`config.mk`:
```
export PLATFORM = sky130hd
export DESIGN_NAME = wishbone_cmd_master
export DESIGN_NICKNAME = d
export VERILOG_FILES = /design/src/rtl/wishbone_cmd_master.sv
export SDC_FILE = /design/constraint.sdc
export NUM_CORES = 1
export LEC_CHECK = 0
export ABC_AREA = 1
export CORE_MARGIN = 2
export CORE_UTILIZATION = 43
export DETAILED_ROUTE_END_ITERATION = 6
export DONT_BUFFER_PORTS = 1
export SLEW_MARGIN = 15
export SYNTH_ARGS = -nofsm -noshare
export SYNTH_HDL_FRONTEND = slang
export SYNTH_SLANG_ARGS = --single-unit
```
`constraint.sdc`:
```
create_clock -name clk -period 3.1 [get_ports clk]
set_input_delay 0.155 -clock clk [delete_from_list [all_inputs] [get_ports clk]]
set_output_delay 0.155 -clock clk [all_outputs]
set_load 0.03 [all_outputs]
```
`src/rtl/wishbone_cmd_master.sv`:
```
`default_nettype none
// ============================================================================
// Module      : wishbone_cmd_master
// Description : Bridges a valid/ready host command/response channel onto a
//               classic single-transfer Wishbone master port. One command is
//               in flight at a time: IDLE -> BUS (cyc/stb held until ack) ->
//               RESP (response held until the host consumes it).
//               Optional macro WB_CMD_MASTER_TIMEOUT_EN adds a bus-cycle ack
//               timeout that completes the transfer with rsp_err_o=1.
// Revision    : 1.0 - initial release
// ============================================================================
module wishbone_cmd_master #(
    parameter logic [15:0] TIMEOUT_CYCLES = 16'd255
) (
    input  logic        clk,
    input  logic        rst,
    // host command channel
    input  logic        cmd_valid_i,
    output logic        cmd_ready_o,
    input  logic        cmd_we_i,
    input  logic [31:0] cmd_adr_i,
    input  logic [31:0] cmd_dat_i,
    // host response channel
    output logic        rsp_valid_o,
    input  logic        rsp_ready_i,
    output logic [31:0] rsp_dat_o,
    output logic        rsp_err_o,
    // Wishbone master port
    output logic        m_we_o,
    output logic        m_cyc_o,
    output logic        m_stb_o,
    output logic [31:0] m_adr_o,
    output logic [31:0] m_dat_o,
    input  logic [31:0] m_dat_i,
    input  logic        m_ack_i,
    input  logic        m_int_i,
    output logic        irq_o
);

    typedef enum logic [1:0] {
        ST_IDLE = 2'd0,
        ST_BUS  = 2'd1,
        ST_RESP = 2'd2
    } state_t;

    state_t      r_state;
    logic        r_cmd_ready;
    logic        r_rsp_valid;
    logic [31:0] r_rsp_dat;
    logic        r_m_we;
    logic        r_m_cyc;
    logic        r_m_stb;
    logic [31:0] r_m_adr;
    logic [31:0] r_m_dat;
    logic        r_irq;

`ifdef WB_CMD_MASTER_TIMEOUT_EN
    logic        r_rsp_err;
    logic [15:0] r_count;
    logic        w_timeout;

    // The count reaches TIMEOUT_CYCLES on the edge that would increment it
    // from TIMEOUT_CYCLES-1, i.e. after exactly TIMEOUT_CYCLES ack-less cycles.
    assign w_timeout = (r_count == (TIMEOUT_CYCLES - 16'd1));
    assign rsp_err_o = r_rsp_err;
`else
    logic        w_unused_cfg;

    // Without the timeout feature the depth parameter has no function.
    assign w_unused_cfg = ^TIMEOUT_CYCLES;
    assign rsp_err_o    = 1'b0;
`endif

    // Command/bus/response sequencer; every output is a register.
    always_ff @(posedge clk or negedge rst) begin
        if (!rst) begin
            r_state     <= ST_IDLE;
            r_cmd_ready <= 1'b0;
            r_rsp_valid <= 1'b0;
            r_rsp_dat   <= 32'd0;
            r_m_we      <= 1'b0;
            r_m_cyc     <= 1'b0;
            r_m_stb     <= 1'b0;
            r_m_adr     <= 32'd0;
            r_m_dat     <= 32'd0;
`ifdef WB_CMD_MASTER_TIMEOUT_EN
            r_rsp_err   <= 1'b0;
            r_count     <= 16'd0;
`endif
        end else begin
            case (r_state)
                ST_IDLE: begin
                    if (cmd_valid_i && r_cmd_ready) begin
                        r_state     <= ST_BUS;
                        r_cmd_ready <= 1'b0;
                        r_m_cyc     <= 1'b1;
                        r_m_stb     <= 1'b1;
                        r_m_we      <= cmd_we_i;
                        r_m_adr     <= cmd_adr_i;
                        // write data is only driven for writes
                        r_m_dat     <= cmd_we_i ? cmd_dat_i : 32'd0;
`ifdef WB_CMD_MASTER_TIMEOUT_EN
                        r_count     <= 16'd0;
`endif
                    end else begin
                        r_cmd_ready <= 1'b1;
                    end
                end
                ST_BUS: begin
                    if (m_ack_i) begin
                        // ack wins over a timeout landing on the same edge
                        r_state     <= ST_RESP;
                        r_rsp_valid <= 1'b1;
                        r_rsp_dat   <= r_m_we ? 32'd0 : m_dat_i;
                        r_m_cyc     <= 1'b0;
                        r_m_stb     <= 1'b0;
                        r_m_we      <= 1'b0;
                        r_m_adr     <= 32'd0;
                        r_m_dat     <= 32'd0;
`ifdef WB_CMD_MASTER_TIMEOUT_EN
                        r_rsp_err   <= 1'b0;
`endif
                    end
`ifdef WB_CMD_MASTER_TIMEOUT_EN
                    else begin
                        r_count <= r_count + 16'd1;
                        if (w_timeout) begin
                            r_state     <= ST_RESP;
                            r_rsp_valid <= 1'b1;
                            r_rsp_dat   <= 32'd0;
                            r_rsp_err   <= 1'b1;
                            r_m_cyc     <= 1'b0;
                            r_m_stb     <= 1'b0;
                            r_m_we      <= 1'b0;
                            r_m_adr     <= 32'd0;
                            r_m_dat     <= 32'd0;
                        end
                    end
`endif
                end
                ST_RESP: begin
                    if (rsp_ready_i) begin
                        r_state     <= ST_IDLE;
                        r_rsp_valid <= 1'b0;
                        r_cmd_ready <= 1'b1;
                    end
                end
                default: begin
                    r_state <= ST_IDLE;
                end
            endcase
        end
    end

    // Interrupt line is simply retimed, independent of the sequencer state.
    always_ff @(posedge clk or negedge rst) begin
        if (!rst) begin
            r_irq <= 1'b0;
        end else begin
            r_irq <= m_int_i;
        end
    end

    assign cmd_ready_o = r_cmd_ready;
    assign rsp_valid_o = r_rsp_valid;
    assign rsp_dat_o   = r_rsp_dat;
    assign m_we_o      = r_m_we;
    assign m_cyc_o     = r_m_cyc;
    assign m_stb_o     = r_m_stb;
    assign m_adr_o     = r_m_adr;
    assign m_dat_o     = r_m_dat;
    assign irq_o       = r_irq;

endmodule
`default_nettype wire

```
==> Yosys cells after proc, flatten, opt, wreduce, memory -nomap -nowiden <==
Cells that the tools add are included.
{ "op_classes": {"n_eq_ne": 5, "mux": 22, "reduce_logical": 10} }
{ "op_table": {"columns": ["cell", "n"], "rows": [
  ["$mux W32", 5],
  ["$pmux W32 S2", 2],
  ["$reduce_and A3 Y1", 3],
  ["$pmux W1 S2", 4],
  ["$mux W1", 7],
  ["$mux W2", 3],
  ["$ne A2 B2 Y1 const B", 3],
  ["$pmux W2 S3", 1],
  ["$reduce_bool A2 Y1", 3],
  ["$reduce_and A2 Y1", 2],
  ["$eq A2 B1 Y1 const B", 1],
  ["$eq A2 B2 Y1 const B", 1],
  ["$logic_not A2 Y1", 1],
  ["$logic_and A1 B1 Y1", 1]
]} }
{ "word_totals": {"reg_bits": 103, "inputBits": 103, "word_cells": 46} }

==> Depth between registers and ports, before layout <==
Gate-level depths: netlist of the first run.
{ "depth": {"word_depth": 3, "depth_mapped": 7} }

==> Least setup slack after synthesis of the first run <==
Ideal clock, no wire load.
{ "synth_path": {"kind": "flip-flop to flip-flop", "startpoint": "register r_cmd_ready, in the netlist cmd_ready_o", "endpoint": "register r_m_adr[13], in the netlist m_adr_o[13]", "setup_time_ns": 0.119, "arrival_time_ns": 1.134, "t_required_ns": 2.981, "path_slack_ns": 1.848, "stages_incl_launch_ff": 8, "n_path_buf": 2, "cell_sequence": "dfrtp_1 -> nand2_1 -> inv_1 -> nand2_2 -> buf_4 -> buf_6 -> nand3_1 -> nand2_1"} }
{ "synth_via": {"elab_chain_len": 3} }
{ "synth_lines": {"columns": ["element", "line_no", "source"], "rows": [
  ["from (decl)", "47", "logic r_cmd_ready;"],
  ["from (signal assigned)", "78", "r_cmd_ready <= 1'b0;"],
  ["from (signal assigned)", "95", "r_cmd_ready <= 1'b0;"],
  ["from (signal assigned)", "106", "r_cmd_ready <= 1'b1;"],
  ["$logic_and A1 B1 Y1", "93", "if (cmd_valid_i && r_cmd_ready) begin"],
  ["$ne A2 B2 Y1 (no line)", null, null],
  ["$reduce_and A3 Y1 (no line)", null, null],
  ["to (signal assigned)", "99", "r_m_adr <= cmd_adr_i;"],
  ["to (decl)", "53", "logic [31:0] r_m_adr;"]
]} }
No other way between the ends.
A chain may end at the register's enable or synchronous reset.

==> Worst setup path in the final report of the first run <==
{ "layout_path": {"startpoint": "register r_state[0]", "endpoint": "register r_rsp_dat[3], in the netlist rsp_dat_o[3]"} }
{ "layout_via": {"elab_chain_len": 2} }
{ "layout_lines": {"columns": ["element", "line_no", "source"], "rows": [
  ["from (decl)", "46", "state_t r_state;"],
  ["from (signal assigned)", "77", "r_state <= ST_IDLE;"],
  ["from (signal assigned)", "94", "r_state <= ST_BUS;"],
  ["from (signal assigned)", "112", "r_state <= ST_RESP;"],
  ["$eq A2 B1 Y1", "91", "case (r_state)"],
  ["$reduce_and A2 Y1 (no line)", null, null],
  ["to (signal assigned)", "114", "r_rsp_dat <= r_m_we ? 32'd0 : m_dat_i;"],
  ["to (decl)", "49", "logic [31:0] r_rsp_dat;"]
]} }
No other way between the ends.

==> out/metrics.cfg, run 1 <==
[outcome]
status = completed

[route]
drtIter0Drc = 318
drcViolationCount = 0
routedWlPerCell_um = 16.0
vias = 3744
vias_per_cell = 5.16
ant_nets = 0
drt_pass1_iterations = 5
wl_mm = 11.6

[sta]
rsz0062_at_grt = no
hold_ws_ps = 22.1
setup_viol = 0
fmax_mhz = 473
hold_violations = 0
min_period_ps = 2110
worstMarginPinSlew_ps = 1010
fin_tns_setup_ps = 0
timing.slew.headroom_pct = 32.4
report.final.slew_viol_count = 0
period_share_pct = 68.2
fin_worst_skew_ps = 7.26

[setup_path]
arrival_ps = 2390
critPathLaunch = r_state[0]
critPathCaptureType = flip-flop
timing.critical_path.required_ps = 3370
cp_max_fo = 75
crit_type = reg2reg
cp-start-kind = flip-flop
reg2reg_from = r_state[0]

[cts]
clkSlewWorstSetupHoldPaths_ps = 90
clkLatencyLatePin_ps = 350
cts_root_buffer = clkbuf_8
cts_tree = yes
cts_max_level = 3
cts_resized = 0
clk_path_buf_depth = 2
numCtsBuffers = 9
clock_sinks = 103
cts_setup_buffers = 0

[global_routing]
grtUsageMet3_pct = 6.55
grt_pass1_vias = 3818
busiest_layer = met2
grt.total_usage_pct = 21.4
antenna_found_initial = 0
grt_max_degree = 104
grt_pass1_wl_mm = 18.9
overflow = 0
use_met1_pct = 25.9
grtUsageMet2_pct = 35.4

[placement]
dp_hpwl_mm = 6.82
place_congestion = 0.800
portBuffers = 0

[pwr]
p_per_area_nw_per_um2 = 1040
power_leakage_nw = 2.79
vdd_drop_max_v = 0.000585

[floorplan]
core-area_sq_um = 9820
die_h_um = 105
ioPinCount = 206
die_w_um = 105
start_util_pct = 44.6
num_rows = 36
dieArea_sq_um = 11000

[synthesis]
ys_warn_count = 0
ys_ff_latch = 103
synthCells = 519
synth.distinct_cells = 18
yosysSeqAreaShare_pct = 58.9
syn_avg_cell_area_sq_um = 8.43
syn_area_sq_um = 4380
synth.net_count = 622

[layout]
final_cell_mix = 231 x nand2_1, 103 x dfrtp_1, 94 x dlygate4sd3_1
nNetsFinal = 692
final_common_cell = nand2_1
n_antenna_cell = 0
drive_above_1_share_pct = 3.88
syn2layout_area_growth_pct = 25.2

[job]
cap_violations = 0

[hold_path]
hold_path.class = in2reg
hp-start = cmd_we_i

## timing repair
action,CTS,global route
setup endpoints to repair,0,0
hold buffers,95,0
hold endpoints to repair,199,0
## logic make-up (layout without fill, tap and decap cells)
logic type | Yosys count | count (layout) | share of synthesized area, %
AOI/OAI and AO/OA | 36 | 36 | 4.17
other | 1 | 1 | 0.0857
DFF | 103 | 103 | 58.9
buffers and inverters | 45 | 119 | 5.98
and+or+nand+nor | 334 | 334 | 30.9
## flip-flops by register name, summed over array words and instances (netlist names)
register	count
rsp_valid_o	1
m_stb_o	1
m_dat_o	32
m_adr_o	32
irq_o	1
r_state	2
rsp_dat_o	32
cmd_ready_o	1
m_we_o	1
## per-layer routing
layer / up-vias / share of wire [%]
li1: 1770 / -
met1: 1785 / 41
met2: 168 / 49
met3: 21 / 8.5
met4: 0 / 1.7
met5: - / 0
## power breakdown
part / total (mW) / switching (mW) / internal, mW
Combinational: 1.38 / 0.905 / 0.477
Clock: 0.791 / 0.426 / 0.364
Sequential: 3.54 / 1.63 / 1.91
## through the flow
step / instance area, sq um / instances / power [mW] / utilization, % / worst slack [ps]
2_1_floorplan: 4380 / 519 / 4.53 / - / 1850
3_3_place_gp: 4330 / 616 / 4.76 / 44.1 / 1070
3_5_place_dp: 4330 / 616 / 4.84 / 44.1 / 1030
4_1_cts: 5480 / 726 / 5.77 / 55.8 / 1000
5_1_grt: 5480 / 726 / 6.09 / 55.8 / 778
6_report: 5480 / 726 / 5.71 / 55.8 / 985
## worst paths after layout
check / endpoint / slack [ps] / cells past startpoint
min in group asynchronous: rsp_dat_o[10] / 400 / 2
worst min-delay path: m_dat_o[18] / 20 / 4
worst max-delay path: rsp_dat_o[3] / 990 / 5
worst max register to register: rsp_dat_o[3] / 990 / 5
worst min register to register: r_state[1] / 610 / 1
max in group asynchronous: m_dat_o[10] / 2320 / 2
## area by class of cell
| class | instances | area [sq um] |
|---|---|---|
| Clock inverter | 5 | 50.0 |
| Tap cell | 133 | 166 |
| Fill cell | 906 | 4340 |
| Multi-Input combinational cell | 371 | 1540 |
| Sequential cell | 103 | 2580 |
| Inverter | 6 | 22.5 |
| Clock buffer | 10 | 128 |
| Timing Repair Buffer | 98 | 991 |
## cells in the mapped netlist (all sizes together)
library cell	number	share of area, %
dfrtp	103	59
o31ai	1	0.17
buf	28	4.5
inv	6	0.51
conb	1	0.086
o21ai	34	3.9
nor2	34	3.0
a21oi	1	0.11
clkbuf	11	0.94
nand3	67	7.8
nand2	233	20
## worst max-delay path, cell delays in order, from the launching register on
cell and delay [ps]:
dfrtp_1 460, nand3_4 100, buf_4 500, buf_4 670, nand2_1 120, o21ai_1 120
Power figures use the tool's default switching activity.
==> run 2: changes to the inputs <==
Clock period 3.1 ns to 1.83 ns, I/O delays scaled along.
==> out/metrics.cfg, run 2 (same netlist as run 1, synthesis figures left out) <==
[placement]
place_inst = 622  ; +0.97%
dpl_cell_area_sq_um = 4420  ; +1.9%
pre_cts_ws_ps = 430  ; -598 ps
portBuffers = 0  ; unchanged
dp_hpwl_mm = 6.80  ; -0.21%
place_congestion = 0.791  ; -1.1%

[layout]
syn2layout_area_growth_pct = 27.7
nFillCells = 870  ; -4.0%
fin_util_pct = 56.9  ; +1.1 points
postLayoutCellArea_sq_um = 5590  ; +1.9%
regArea_sq_um = 2580  ; unchanged
layout.cells.non_filler = 738  ; +1.7%
multi_input_area_sq_um = 1540  ; unchanged
drive_above_1_share_pct = 5.12  ; +1.2 points
n_antenna_cell = 0  ; unchanged
nNetsFinal = 703  ; +1.6%
final_cell_mix = 231 x nand2_1, 103 x dfrtp_1, 99 x dlygate4sd3_1
final_common_cell = nand2_1

[cts]
cts_root_buffer = clkbuf_8
clkSlewWorstSetupHoldPaths_ps = 90  ; about the same
cts_setup_buffers = 0  ; unchanged
holdBufCountCts = 100  ; +5.3%
cts_tree = yes
cts_resized = 0  ; unchanged
clkLatencyLatePin_ps = 360  ; about the same
clock_sinks = 103  ; unchanged
cts_max_level = 3  ; unchanged
numCtsBuffers = 9  ; unchanged
clk_path_buf_depth = 2  ; unchanged

[setup_path]
path_buf_inv = 3  ; +1
path_cells = nand2_1 -> inv_1 -> nand2_2 -> inv_2 -> buf_12 -> nand2_1 -> nand2_1
max_stage_delay_ps = 550  ; -120 ps
timing.critical_path.required_ps = 2120  ; -1250 ps
arrival_ps = 1740  ; -650 ps
cp_max_fo = 25  ; -67%
cp_common_cell = nand2_1
critPathCaptureType = flip-flop
path_delay_family = flip-flops
cp-start-kind = flip-flop
crit_type = reg2reg
cp_slowest_cell = dfrtp_1

[sta]
timing.slew.headroom_pct = 60.0  ; +28 points
hold_ws_ps = -581  ; -603 ps
fin_tns_setup_ps = 0  ; unchanged
fin_worst_skew_ps = 8.41  ; +1.15 ps
period_share_pct = 79.1  ; +11 points
fmax_mhz = 691  ; +46%
rsz0062_at_grt = no
hold_violations = 103  ; +103
setup_slack_ps = 383  ; -603 ps
report.final.slew_viol_count = 0  ; unchanged
setup_viol = 0  ; unchanged
worstMarginPinSlew_ps = 600  ; -411 ps
min_period_ps = 1450  ; -667 ps

[global_routing]
grt_pass1_wl_mm = 19.1  ; +0.62%
grt_max_degree = 104  ; unchanged
grt.total_usage_pct = 21.4  ; about the same
antenna_found_initial = 0  ; unchanged
grt_pass1_vias = 3843  ; +0.65%
overflow = 0  ; unchanged

[route]
vias = 3730  ; -0.37%
drcViolationCount = 0  ; unchanged
wl_met3_mm = 1.02  ; +3.8%
drtIter0Drc = 348  ; +9.4%
met2_wirelength_mm = 5.72  ; +0.40%
vias_per_cell = 5.05  ; -2.0%
drt_pass1_iterations = 5  ; unchanged
routedWlPerCell_um = 15.8  ; -0.98%
wl_mm = 11.7  ; +0.66%
m1WireLength_mm = 4.66  ; -1.1%
top_layer_used = met4
ant_nets = 0  ; unchanged

[floorplan]
die_h_um = 105  ; unchanged
ioPinCount = 206  ; unchanged
start_util_pct = 44.6  ; unchanged
dieArea_sq_um = 11000  ; unchanged
die_w_um = 105  ; unchanged
num_rows = 36  ; unchanged
core-area_sq_um = 9820  ; unchanged

[hold_path]
hold_path.class = in2async

[outcome]
status = finished with violations
violations = negative hold slack

[pwr]
vdd_drop_max_v = 0.00110  ; +89%
p_per_area_nw_per_um2 = 1740  ; +67%
power_leakage_nw = 2.84  ; +1.8%
finalPower_mw = 9.73  ; +70%

[job]
cap_violations = 0  ; unchanged

run 2: layout make-up:
type	count	area share, %
clock buffers	10	2.46
well taps	133	2.98
inverters	6	0.403
multi-input cells	371	27.6
repair buffers	109	19.7
clock inverters	6	0.650
flip-flops and latches	103	46.1
run 2: worst register-to-register path: cells and delay by family, from the launching register on:
family | cells | cell delay [ps]
simple gates | 4 | 340
buf+inv | 3 | 490
flops | 1 | 550
run 2: path summary, 6_finish.rpt:
path	depth (start not counted)	end	start	slack [ps]
worst max-delay path	7	m_adr_o[19]	cmd_ready_o	380
worst min-delay path	0	rsp_dat_o[2]	rst	-580
worst max register to register	7	m_adr_o[19]	cmd_ready_o	380
worst min register to register	1	r_state[1]	r_state[0]	620
max in group asynchronous	0	rsp_dat_o[27]	rst	2220
min in group clk	3	rsp_valid_o	m_ack_i	160
run 2: metal layers:
layer  GRT usage, %  up-vias
li1               -     1785
met1           26.4     1762
met2           35.3      162
met3           5.93       21
met4           8.95        0
met5              0        -
run 2: report_power, final:
group / total, mW / internal [mW] / switching, mW
clock: 1.27 / 0.525 / 0.746
sequential: 6.00 / 3.24 / 2.76
combinational: 2.46 / 0.934 / 1.53
total: 9.73 / 4.70 / 5.03
==> run 3: changes to the inputs <==
Settings changed: ABC_AREA 1 to 0.
Clock period 1.83 ns to 1.32 ns, I/O delays scaled along.
==> out/metrics.cfg, run 3 <==
[cts]
clkSlewWorstSetupHoldPaths_ps = 110  ; +20 ps
clk_path_buf_depth = 2  ; unchanged
cts_root_buffer = clkbuf_8
numCtsBuffers = 9  ; unchanged
clock_sinks = 103  ; unchanged
cts_max_level = 3  ; unchanged
cts_tree = yes
clkLatencyLatePin_ps = 370  ; about the same

[placement]
place_congestion = 0.740  ; -6.4%
dpl_cell_area_sq_um = 4330  ; -2.0%
portBuffers = 0  ; unchanged
dp_hpwl_mm = 6.18  ; -9.1%

[layout]
final_common_cell = dfrtp_1
drive_above_1_share_pct = 14.6  ; +9.5 points
n_antenna_cell = 0  ; unchanged
final_cell_mix = 101 x dfrtp_1, 100 x dlygate4sd3_1, 64 x nand3_1
postLayoutCellArea_sq_um = 5870  ; +5.1%
regArea_sq_um = 2580  ; about the same
nNetsFinal = 592  ; -16%
multi_input_area_sq_um = 1480  ; -4.0%
syn2layout_area_growth_pct = 41.6
nFillCells = 719  ; -17%

[setup_path]
arrival_ps = 1620  ; -120 ps
cp-start-kind = flip-flop
reg2reg_depth = 4  ; -3
rrSetupSlack_ps = -40  ; -420 ps
critPathCaptureType = flip-flop
crit_type = reg2reg
timing.critical_path.required_ps = 1570  ; -550 ps
reg2reg_to = m_dat_o[3]
cp_max_fo = 34  ; +36%
reg2reg_from = r_state[0]

[sta]
setup_slack_ps = -42.3  ; -425 ps
fin_worst_skew_ps = 12.0  ; +3.55 ps
setup_viol = 34  ; +34
report.final.slew_viol_count = 0  ; unchanged
period_share_pct = 103  ; +24 points
fmax_mhz = 734  ; +6.2%
rsz0062_at_grt = yes
hold_ws_ps = -621  ; -40.7 ps
fin_tns_setup_ps = -428  ; -428 ps
hold_violations = 103  ; unchanged
min_period_ps = 1360  ; -85.1 ps

[floorplan]
die_w_um = 102  ; -2.6%
start_util_pct = 44.6  ; +0.064 points
ioPinCount = 206  ; unchanged
num_rows = 35  ; -2.8%
dieArea_sq_um = 10400  ; -5.1%
core-area_sq_um = 9280  ; -5.5%
die_h_um = 102  ; -2.6%

[global_routing]
grt_pass1_wl_mm = 16.0  ; -16%
grt_pass1_vias = 3127  ; -19%
grt_max_degree = 104  ; unchanged
overflow = 0  ; unchanged
antenna_found_initial = 0  ; unchanged
grt.total_usage_pct = 20.1  ; -1.2 points

[outcome]
status = finished with violations
violations = negative hold slack, negative setup slack

[pwr]
vdd_drop_max_v = 0.00133  ; +21%
p_per_area_nw_per_um2 = 2600  ; +49%
power_leakage_nw = 2.63  ; -7.3%

[synthesis]
synth.net_count = 486  ; -22%
synthCells = 383  ; -26%
yosysSeqAreaShare_pct = 62.2  ; +3.3 points
synth_top_cell_by_area = dfrtp_1
synthArstFlopShare_pct = 100  ; unchanged
synthTopCellsByArea = dfrtp_1 62%, nand3_1 7.7%, a22o_1 7.0%
ys_warn_count = 0  ; unchanged
yosysMostFrequentCell = dfrtp_1
syn_avg_cell_area_sq_um = 10.8  ; +28%
synth.distinct_cells = 20  ; +2
syn_area_sq_um = 4140  ; -5.3%
ys_ff_latch = 103  ; unchanged
synth_edf_count = 0  ; unchanged
synth_commonest_cells = 103 x dfrtp_1, 64 x nand3_1, 46 x o21ai_0
synth.top_cell.area_share_pct = 62.2  ; +3.3 points
ys.flop_type = dfrtp_1

[route]
ant_nets = 0  ; unchanged
wl_mm = 12.0  ; +3.2%
drcViolationCount = 0  ; unchanged
routedWlPerCell_um = 19.3  ; +22%
vias_per_cell = 5.46  ; +8.0%
vias = 3401  ; -8.8%
drt_pass1_iterations = 4  ; -1
drtIter0Drc = 259  ; -26%

[hold_path]
hold_path.class = in2async

[job]
cap_violations = 0  ; unchanged

[run 3: cell types whose count changed after synthesis, moves of 4 or more]
cell	previous run	this run
nand2b_1	0	34
o21ai_1	32	22
clkbuf_1	11	23
o21ai_0	2	46
inv_1	5	1
nor2_1	33	0
nand2_1	231	33
a22o_1	0	33
buf_2	17	5
[run 3: layout make-up]
class | instances | area share, %
Clock buffer | 10 | 2.35
Clock inverter | 6 | 1.28
Inverter | 1 | 0.0640
Multi-Input combinational cell | 246 | 25.3
Sequential cell | 103 | 44.0
Tap cell | 129 | 2.75
Timing Repair Buffer | 128 | 24.3
[run 3: kinds of logic after synthesis]
kind of cell           Yosys count  synth area share, %
AND/OR/NAND/NOR                135                 16.8
AO/OA/AOI/OAI                  105                 15.8
flip-flops                     103                 62.2
buffers and inverters           39                 5.13
other                            1               0.0905
[run 3: worst max path at each step]
stage          slack [ps]  startpoint     endpoint  cells past startpoint
2_1_floorplan        -170  r_state[0]  m_adr_o[10]                      7
3_3_place_gp         -180  r_state[0]  m_dat_o[18]                      4
3_5_place_dp         -240  r_state[0]   m_dat_o[2]                      3
4_1_cts                -4  r_state[1]  m_dat_o[26]                      5
5_1_grt              -120  r_state[0]   m_dat_o[3]                      4
6_report              -40  r_state[0]   m_dat_o[3]                      4
[run 3: critical path, stage by stage (launching register included)]
cell and delay (ps):
dfrtp_2 460, nand4bb_4 320, buf_6 250, nand3_1 120, o21ai_0 100
[run 3: power breakdown]
group | internal [mW] | switching (mW) | total [mW]
Combinational | 2.34 | 2.44 | 4.78
Clock | 0.956 | 1.13 | 2.08
Sequential | 4.57 | 3.84 | 8.40
[run 3: per-layer routing]
metal / share of wire, % / up-vias / track usage, %
met5: 0 / - / 0
met4: 1.6 / 0 / 9.54
met3: 9.5 / 14 / 7.25
met2: 51 / 177 / 32.0
met1: 38 / 1661 / 24.6
li1: - / 1549 / -
[run 3: per-stage QoR]
| stage | utilization (%) | hold slack (ps) | power (mW) | worst slack, ps | cells |
|---|---|---|---|---|---|
| 4_1_cts | 57.1 | -648 | 14.5 | -4.09 | 581 |
| 3_3_place_gp | 46.6 | -228 | 11.9 | -181 | 492 |
| 5_1_grt | 63.2 | -662 | 16.1 | -121 | 623 |
| 6_report | 63.2 | -621 | 15.3 | -42.3 | 623 |
| 2_1_floorplan | - | -230 | 10.9 | -166 | 383 |
| 3_5_place_dp | 46.6 | -228 | 12.0 | -243 | 492 |
[run 3: what timing repair did]
item                                    4_1_cts  5_1_grt
hold buffers                                 67       34
buffers inserted                              2        2
resized for setup                            13       24
endpoints found under the setup margin       65       98
pin swaps                                     2        7
hold endpoints to repair                    205      136
cloned                                        4        6
